$ cat src/rtl/camera_pattern_tx_pkg.sv
// Shared definitions for the synthetic camera source: RGB565 colours, pattern
// encodings, default QCIF timing (also used by the capture block) and FSM states.
package camera_pattern_tx_pkg;

  localparam logic [15:0] RGB_RED     = 16'hF800;
  localparam logic [15:0] RGB_BLUE    = 16'h001F;
  localparam logic [15:0] RGB_WHITE   = 16'hFFFF;
  localparam logic [15:0] RGB_YELLOW  = 16'hFFE0;
  localparam logic [15:0] RGB_CYAN    = 16'h07FF;
  localparam logic [15:0] RGB_GREEN   = 16'h07E0;
  localparam logic [15:0] RGB_MAGENTA = 16'hF81F;
  localparam logic [15:0] RGB_BLACK   = 16'h0000;

  localparam int QCIF_WIDTH        = 176;
  localparam int QCIF_HEIGHT       = 144;
  localparam int DEF_H_BLANK       = 16;
  localparam int DEF_VSYNC_LINES   = 3;
  localparam int DEF_V_BACK_LINES  = 2;
  localparam int DEF_V_FRONT_LINES = 2;

  typedef enum logic [1:0] {
    PAT_RED   = 2'd0,
    PAT_BLUE  = 2'd1,
    PAT_BARS  = 2'd2,
    PAT_CHECK = 2'd3
  } pattern_e;

  typedef enum logic [2:0] {
    ST_IDLE, ST_VSYNC, ST_VBACK, ST_ACTIVE, ST_VFRONT
  } state_e;

  function automatic int max2(int a, int b);
    return (a > b) ? a : b;
  endfunction

  // Bars run white, yellow, cyan, green, magenta, red, blue, black.
  function automatic logic [15:0] bar_color(logic [2:0] idx);
    case (idx)
      3'd0:    return RGB_WHITE;
      3'd1:    return RGB_YELLOW;
      3'd2:    return RGB_CYAN;
      3'd3:    return RGB_GREEN;
      3'd4:    return RGB_MAGENTA;
      3'd5:    return RGB_RED;
      3'd6:    return RGB_BLUE;
      default: return RGB_BLACK;
    endcase
  endfunction

endpackage

$ cat src/rtl/cam_pattern_color.sv
// Combinational RGB565 pixel generator for the selected test pattern.
module cam_pattern_color
  import camera_pattern_tx_pkg::*;
#(
  parameter int X_W = 8,
  parameter int Y_W = 8
) (
  input  pattern_e         pattern,
  input  logic [X_W-1:0]   x,
  input  logic [Y_W-1:0]   y,
  input  logic [2:0]       bar_idx,
  output logic [15:0]      rgb
);

  logic [X_W-1:0] x_tile;
  logic [Y_W-1:0] y_tile;

  // 16x16 tiles: parity of the tile coordinates picks the colour.
  assign x_tile = x >> 4;
  assign y_tile = y >> 4;

  always_comb begin
    rgb = RGB_RED;
    case (pattern)
      PAT_RED:   rgb = RGB_RED;
      PAT_BLUE:  rgb = RGB_BLUE;
      PAT_BARS:  rgb = bar_color(bar_idx);
      PAT_CHECK: rgb = (x_tile[0] ^ y_tile[0]) ? RGB_BLUE : RGB_RED;
      default:   rgb = RGB_RED;
    endcase
  end

endmodule

$ cat src/rtl/camera_pattern_tx.sv
// OV7670-style camera source: PCLK = clk/2, VSYNC/HREF/DATA change on PCLK falls,
// two RGB565 bytes per pixel, frames repeat while en is high.
module camera_pattern_tx
  import camera_pattern_tx_pkg::*;
#(
  parameter int WIDTH         = QCIF_WIDTH,
  parameter int HEIGHT        = QCIF_HEIGHT,
  parameter int H_BLANK       = DEF_H_BLANK,
  parameter int VSYNC_LINES   = DEF_VSYNC_LINES,
  parameter int V_BACK_LINES  = DEF_V_BACK_LINES,
  parameter int V_FRONT_LINES = DEF_V_FRONT_LINES
) (
  input  logic       clk,
  input  logic       rst_n,
  input  logic       en,
  input  logic [1:0] pattern,
  output logic       pclk,
  output logic       vsync,
  output logic       href,
  output logic [7:0] data,
  output logic       frame_done
);

  localparam int LINE      = 2 * WIDTH + H_BLANK;
  localparam int BYTE_W    = $clog2(LINE);
  localparam int MAX_LINES = max2(max2(HEIGHT, VSYNC_LINES), max2(V_BACK_LINES, V_FRONT_LINES));
  localparam int LINE_W    = (MAX_LINES > 1) ? $clog2(MAX_LINES) : 1;
  localparam int X_W       = $clog2(WIDTH);
  localparam int Y_W       = (HEIGHT > 1) ? $clog2(HEIGHT) : 1;
  localparam int BAR_PIX   = WIDTH / 8;
  localparam int BAR_W     = (BAR_PIX > 1) ? $clog2(BAR_PIX) : 1;

  state_e              state, state_n;
  pattern_e            pat_q, pat_n;
  logic [BYTE_W-1:0]   byte_cnt, byte_n;
  logic [LINE_W-1:0]   line_cnt, line_n;
  logic [BAR_W-1:0]    bar_pix, bar_pix_n;
  logic [2:0]          bar_idx, bar_idx_n;
  logic                done_n, vsync_n, href_n;
  logic [7:0]          data_n;
  logic [15:0]         rgb;

  function automatic logic [LINE_W-1:0] phase_last(state_e s);
    case (s)
      ST_VSYNC:  return LINE_W'(VSYNC_LINES - 1);
      ST_VBACK:  return LINE_W'(V_BACK_LINES - 1);
      ST_ACTIVE: return LINE_W'(HEIGHT - 1);
      ST_VFRONT: return LINE_W'(V_FRONT_LINES - 1);
      default:   return '0;
    endcase
  endfunction

  // Next position in the frame; outputs are derived from the next position so
  // they appear on the very fall tick that enters it.
  always_comb begin
    state_n   = state;
    pat_n     = pat_q;
    byte_n    = byte_cnt;
    line_n    = line_cnt;
    bar_pix_n = bar_pix;
    bar_idx_n = bar_idx;
    done_n    = 1'b0;
    if (state == ST_IDLE) begin
      byte_n = '0;
      line_n = '0;
      if (en) begin
        state_n = ST_VSYNC;
        pat_n   = pattern_e'(pattern);
      end
    end else if (byte_cnt == BYTE_W'(LINE - 1)) begin
      byte_n = '0;
      if (line_cnt == phase_last(state)) begin
        line_n = '0;
        case (state)
          ST_VSYNC:  state_n = ST_VBACK;
          ST_VBACK:  state_n = ST_ACTIVE;
          ST_ACTIVE: state_n = ST_VFRONT;
          default: begin
            done_n  = 1'b1;
            state_n = en ? ST_VSYNC : ST_IDLE;
            if (en) pat_n = pattern_e'(pattern);
          end
        endcase
      end else begin
        line_n = line_cnt + 1'b1;
      end
    end else begin
      byte_n = byte_cnt + 1'b1;
    end

    // Bar index advances by counting pixels within the current bar.
    if (byte_n == '0) begin
      bar_pix_n = '0;
      bar_idx_n = '0;
    end else if (!byte_n[0]) begin
      if (bar_pix == BAR_W'(BAR_PIX - 1)) begin
        bar_pix_n = '0;
        bar_idx_n = bar_idx + 3'd1;
      end else begin
        bar_pix_n = bar_pix + 1'b1;
      end
    end

    vsync_n = (state_n == ST_VSYNC);
    href_n  = (state_n == ST_ACTIVE) && (byte_n < BYTE_W'(2 * WIDTH));
    data_n  = 8'h00;
    if (href_n) data_n = byte_n[0] ? rgb[7:0] : rgb[15:8];
  end

  cam_pattern_color #(
    .X_W(X_W),
    .Y_W(Y_W)
  ) u_color (
    .pattern (pat_n),
    .x       (X_W'(byte_n >> 1)),
    .y       (Y_W'(line_n)),
    .bar_idx (bar_idx_n),
    .rgb     (rgb)
  );

  always_ff @(posedge clk or negedge rst_n) begin
    if (!rst_n) begin
      state      <= ST_IDLE;
      pat_q      <= PAT_RED;
      byte_cnt   <= '0;
      line_cnt   <= '0;
      bar_pix    <= '0;
      bar_idx    <= '0;
      pclk       <= 1'b0;
      vsync      <= 1'b0;
      href       <= 1'b0;
      data       <= 8'h00;
      frame_done <= 1'b0;
    end else begin
      pclk       <= ~pclk;
      frame_done <= 1'b0;
      if (pclk) begin
        state      <= state_n;
        pat_q      <= pat_n;
        byte_cnt   <= byte_n;
        line_cnt   <= line_n;
        bar_pix    <= bar_pix_n;
        bar_idx    <= bar_idx_n;
        vsync      <= vsync_n;
        href       <= href_n;
        data       <= data_n;
        frame_done <= done_n;
      end
    end
  end

endmodule

$ cat config.mk
export PLATFORM = sky130hd
export DESIGN_NAME = camera_pattern_tx
export DESIGN_NICKNAME = d
export VERILOG_FILES = /design/src/rtl/camera_pattern_tx_pkg.sv /design/src/rtl/cam_pattern_color.sv /design/src/rtl/camera_pattern_tx.sv
export SDC_FILE = /design/constraint.sdc
export NUM_CORES = 1
export LEC_CHECK = 0
export BUFFER_PORTS_ARGS = -buffer_cell sky130_fd_sc_hd__buf_4
export CAP_MARGIN = 10
export CORE_MARGIN = 3
export CORE_UTILIZATION = 45
export DETAILED_ROUTE_END_ITERATION = 10
export GPL_TIMING_DRIVEN = 0
export PLACE_DENSITY = 0.7
export SYNTH_ARGS = -nofsm -noshare
export SYNTH_HDL_FRONTEND = slang
export SYNTH_SLANG_ARGS = --single-unit
$ cat constraint.sdc
create_clock -name clk -period 2.1 [get_ports clk]
set_input_delay 0.315 -clock clk [delete_from_list [all_inputs] [get_ports clk]]
set_output_delay 0.315 -clock clk [all_outputs]
set_load 0.01 [all_outputs]
---- Word-level counts from Yosys, hierarchy flattened ----
Index checks and enable logic that the tools add are counted.
storage, ports and cells
  flip-flop bits (word level) ............. 42
  input port bits ......................... 5
cells by class
  add/sub/neg operators ................... 4
  $lt $le $gt $ge ......................... 1
  equal/unequal tests ..................... 19
  muxes and demuxes ....................... 35
  bitwise logic cells ..................... 2
  reduce and logical (&&, ||, !) cells .... 10
operators by type and width
  operator                                                          count
  16-bit case mux with 7 select lines                               1
  16-bit case mux with 4 select lines                               1
  8-bit 2-to-1 mux                                                  7
  8-bit case mux with 3 select lines                                1
  3-bit 2-to-1 mux                                                  7
  9-bit 2-to-1 mux                                                  2
  16-bit 2-to-1 mux                                                 1
  3-bit by 2-bit == test with 1-bit output (second input constant)  5
  5-bit 2-to-1 mux                                                  3
  3-bit == test (second input constant)                             4
  2-bit 2-to-1 mux                                                  5
  9-bit by 1-bit adder with 9-bit output (second input constant)    1
  3-bit by 1-bit == test with 1-bit output (second input constant)  3
  9-bit == test (second input constant)                             1
  9-bit zero test                                                   1
  9-bit less-than comparator (second input constant)                1
  3-bit case mux with 3 select lines                                1
  8-bit by 1-bit adder with 8-bit output (second input constant)    1
  8-bit == test                                                     1
  3-bit zero test                                                   2
  1-bit 2-to-1 mux                                                  6
  5-bit by 1-bit adder with 5-bit output (second input constant)    1
  5-bit == test (second input constant)                             1
  2-bit == test (second input constant)                             2
  11 further kinds                                                  12

---- Longest topological paths before layout ----
  depth after elaboration ................. 14
  depth in mapped cells ................... 10
  mapped depth without buffers ............ 9

---- By module ----
A second synthesis with hierarchy kept.
second synthesis, totals
  cells, all modules ...................... 315
  area, all modules ....................... 2864.0 um2
by module, submodules not included
  module             times used  cells an instance  area each (um2)  seq. area each (um2)
  camera_pattern_tx  1           295                2712.6           1051.0
  cam_pattern_color  1           20                 151.4            0.0

---- Worst setup path before layout ----
Ideal clock, no wire load.
  path type ............................... reg-to-reg
  start ................................... reg byte_cnt[1]
  end ..................................... reg bar_pix[0]
  library setup time ...................... 0.125 ns
  arrival time ............................ 2.188 ns
  data required time ...................... 1.975 ns
  slack ................................... -0.213 ns
  cell stages (with the launch flop) ...... 11
  path buffers ............................ 1
  clock period less this slack ............ 2.313 ns
  cells stage by stage .................... dfrtp_1 ha_1 buf_4 nand3_1 o311a_1 a31oi_4 nand2_1 nor3_2 nand2b_1 nor2_1 mux2_2
on the way
  cells in the longest elaborated chain, start to end .. 6
  elaborated cells between the ends (all ways) .. 8
ends and longest elaborated chain
  what                                                                     line                                              text
  start, declared                                                          camera_pattern_tx.sv:35                           logic [BYTE_W-1:0] byte_cnt, byte_n;
  start signal, assigned                                                   camera_pattern_tx.sv:140                          byte_cnt <= byte_n;
  9-bit by 1-bit adder with 9-bit output or 9-bit == test (tied branches)  camera_pattern_tx.sv:88, camera_pattern_tx.sv:70
  9-bit 2-to-1 mux (*)                                                     camera_pattern_tx.sv:70                           end else if (byte_cnt == BYTE_W'(LINE - 1)) begin
  9-bit 2-to-1 mux (*)                                                     camera_pattern_tx.sv:63                           if (state == ST_IDLE) begin
  9-bit zero test                                                          camera_pattern_tx.sv:92                           if (byte_n == '0) begin
  2-bit by 1-bit inequality test with 1-bit output (no source line)        -
  2-bit AND reduction (no source line)                                     -
  end signal, assigned                                                     camera_pattern_tx.sv:142                          bar_pix <= bar_pix_n;
  end, declared                                                            camera_pattern_tx.sv:37                           logic [BAR_W-1:0] bar_pix, bar_pix_n;
Every way passes the cells marked *; elsewhere a longest branch is shown, timed or not.
A chain may end at the register's enable or synchronous reset.

---- Worst setup path after layout ----
  start ................................... reg line_cnt[2]
  end ..................................... reg data[4]
on the way
  cells in the longest elaborated chain, start to end .. 9
  elaborated cells between the ends (all ways) .. 22
ends and longest elaborated chain
  what                                                                     line                                              text
  start, declared                                                          camera_pattern_tx.sv:36                           logic [LINE_W-1:0] line_cnt, line_n;
  start signal, assigned                                                   camera_pattern_tx.sv:141                          line_cnt <= line_n;
  8-bit by 1-bit adder with 8-bit output or 8-bit == test (tied branches)  camera_pattern_tx.sv:85, camera_pattern_tx.sv:72
  8-bit 2-to-1 mux                                                         camera_pattern_tx.sv:72                           if (line_cnt == phase_last(state)) begin
  8-bit 2-to-1 mux                                                         camera_pattern_tx.sv:70
  8-bit 2-to-1 mux                                                         camera_pattern_tx.sv:63
  1-bit XOR                                                                cam_pattern_color.sv:28                           PAT_CHECK: rgb = (x_tile[0] ^ y_tile[0]) ? RGB_BLUE : RGB_RED;
  16-bit 2-to-1 mux                                                        cam_pattern_color.sv:28
  16-bit case mux with 4 select lines                                      cam_pattern_color.sv:24                           case (pattern)
  8-bit 2-to-1 mux                                                         camera_pattern_tx.sv:107                          if (href_n) data_n = byte_n[0] ? rgb[7:0] : rgb[15:8];
  8-bit 2-to-1 mux (*)                                                     camera_pattern_tx.sv:107
  end signal, assigned                                                     camera_pattern_tx.sv:146                          data <= data_n;
  end, declared                                                            camera_pattern_tx.sv:20                           output logic [7:0] data,
Every way passes the cells marked *; elsewhere a longest branch is shown, timed or not. The select of a mux whose other input is x is not followed.

==> impl_metrics.ini <==
[synth]
yosys_warnings = 0
synth_cells = 267
yosys.cell_count.top_type = dfrtp_1
synth_edf_count = 0
synth_seq_cells = 37
synth_area_per_cell_um2 = 9.32
syn-num-nets = 277
synth.area.top_cells = dfrtp_1, o21ai_0, nand2_1, mux2_2, nand3_1
synthFlopType = dfrtp_1
async_flop_share = 1.00
syn_area_mm2 = 0.00249
synth.distinct_cells = 66
synth_top_area_frac = 0.372
yosys-top-cells-count = dfrtp_1, nand2_1, o21ai_0
seq_area_frac_synth = 0.372
synth_top_cell_by_area = dfrtp_1

[clocking]
clock_latency_ns = 0.29
clock-root-buffer = clkbuf_8
cts_tree = yes
ctsHoldBuffers = 0
h-tree-depth = 2
cts.sinks = 37
cts_buffers = 5
clkSlewWorstSetupHoldPaths_ns = 0.08
clockBufferDepth = 2

[worst_hold_path]
hp-class = input port to async pin

[floorplanning]
rows = 26
die_w_um = 80.3
die_area_mm2 = 0.00646
die_h_um = 80.3
start_util = 0.475
core_area_mm2 = 0.00524
io_pins = 17

[drt]
drt_iter0_drc = 147
wl_per_cell_um = 16.4
drcViolationCount = 0
firstDrtPassIters = 4
vias = 2263
ant_nets = 0
wl_um = 6420
vias_per_cell = 5.80

[setup_path]
cp_slowest_stage_delay_ns = 0.44
crit_path_cell_trace = nor3_1 > mux2i_4 > nor4_4 > and4b_1 > o221ai_2 > or2_1 > a211o_1 > nand3_1
critPathLaunch = line_cnt[2]
start_kind = register
end_kind = register
worst_path_max_delay_cell = dfrtp_1
ff2ff_setup_slack_ns = -0.34
critPathKind = register to register
crit_cells = 8
cp.arrival_ns = 2.66
worstPathRequired_ns = 2.32
path_buf_inv = 0
crit_path_end = data[4]
reg2regPathDepth = 8
path_delay_family = simple AND/OR/NAND/NOR gates
cp_max_fo = 7
rr_endpoint = data[4]
r2r-start = line_cnt[2]

[global_route]
grt-ovfl-total = 0
grt_max_degree = 38
grt_pass1_wl_um = 10400
grt_usage = 0.204
grt_antenna_before_repair = 0
grt_pass1_vias = 2204

[sta]
rsz0062_at_grt = true
worst_pin_slew_ns = 0.536
finClkSkew_ns = 0.00916
setup_ws_ns = -0.341
period_share = 1.16
fin_crit_ns = 2.44
drv_slew = 0
whs_ns = -0.0126
final.setup.tns_ns = -2.66
max_slew_margin = 0.643
hold_violations = 33
finalSetupViolations = 21
clock.fmax_ghz = 0.410

[power_and_ir_drop]
power_w = 0.00120
p_leak_nw = 1.44
power_density_mw_per_mm2 = 365
peakVddDrop_uv = 342

[placement]
dp_hpwl_um = 4140
gp_congestion = 0.839
dpl-instance-area_mm2 = 0.00273
port-buffer-count = 16
pre_cts_ws_ns = -0.501

[final_layout]
fin_nets = 331
syn_to_final_growth_pct = 32.6
drive_gt1_frac = 0.422
finalInstanceArea_mm2 = 0.00330
diodes = 0

[job]
cap_viol_max_count = 0

[run_status]
violations = negative hold slack, negative setup slack
status = complete, but fails checks
## worst reg2reg max path: cells and delay by family (launching register included)
kind | cells | cell delay [ns]
and+or+nand+nor | 5 | 1.40
muxes | 1 | 0.14
AOI/OAI and AO/OA | 2 | 0.39
DFF | 1 | 0.44
## layout make-up
class	count	area, um^2
Sequential cell	37	927
Clock buffer	5	68.8
Inverter	7	26.3
Tap cell	70	87.6
Timing Repair Buffer	49	394
Clock inverter	1	5.00
Fill cell	407	1940
Buffer	18	183
Multi-Input combinational cell	203	1610
## per-stage QoR
stage | util | hold slack (ns) | std cells
floorplan | - | 0.0194 | 267
global placement | 0.522 | 0.309 | 353
detailed placement | 0.522 | 0.310 | 353
CTS | 0.597 | 0.00466 | 379
global route | 0.630 | 0.0182 | 390
finish | 0.630 | -0.0126 | 390
## timing repair
action | CTS | global route
setup buffers | 22 | 11
endpoints found under the setup margin | 25 | 27
pin swaps | 16 | 14
resized for setup | 42 | 29
## cells in the final DEF, fill, tap and decap left out, types with 3 or more instances in the layout
master      n
mux2_2      6
xnor2_1     3
nor3_1      4
nand2_1    25
nand4b_1    4
a21oi_1     6
ha_1        4
mux2i_1     3
and3_1      6
clkbuf_8   10
o2bb2ai_1   3
o31ai_2     5
buf_4      47
o21ai_1    11
nand2b_1    4
inv_1       7
o21ai_0    12
nor2b_1     4
nor2_2      4
o21ai_2     4
a31oi_1     3
buf_6      13
nor2_1      7
dfrtp_1    36
a21oi_2     3
nor3_4      4
nand3_1    12
nor3_2      3
nand4_1     3
## metal layers
metal	global-route usage	share of wire
met5	0	0
met4	0.0490	0.013
met2	0.351	0.52
met3	0.0392	0.044
met1	0.262	0.42
## report_power, final
part           switching, W  internal (W)  total [W]
registers                 0      0.000712   0.000712
logic             0.0000174    0.00000683  0.0000242
clock network      0.000249      0.000219   0.000468
## sequential cells by signal, indices dropped and copies added (netlist names)
signal      flops
byte_cnt        9
line_cnt        8
bar_pix         5
bar_idx         3
data            3
state           3
pat_q           2
frame_done      1
href            1
pclk            1
vsync           1
## kinds of logic (layout without fill, tap and decap cells)
| family | Yosys count | count (layout) | share of synthesized area |
|---|---|---|---|
| AO/OA/AOI/OAI | 73 | 73 | 0.205 |
| AND/OR/NAND/NOR | 108 | 108 | 0.249 |
| buffers and inverters | 27 | 80 | 0.0785 |
| adder cells (fa/ha/maj) | 5 | 5 | 0.0252 |
| XOR/XNOR | 5 | 5 | 0.0176 |
| flip-flops | 37 | 37 | 0.372 |
| multiplexers | 12 | 12 | 0.0528 |
## how the worst min path moves through the flow
| stage | start | to | cells after the start |
|---|---|---|---|
| floorplan | rst_n | bar_idx[0] | 0 |
| CTS | rst_n | bar_pix[3] | 1 |
| global placement | rst_n | data[4] | 1 |
| finish | rst_n | byte_cnt[1] | 1 |
| detailed placement | rst_n | data[4] | 1 |
| global route | rst_n | bar_pix[3] | 1 |
Note: power is estimated with default switching activity, not from simulation.
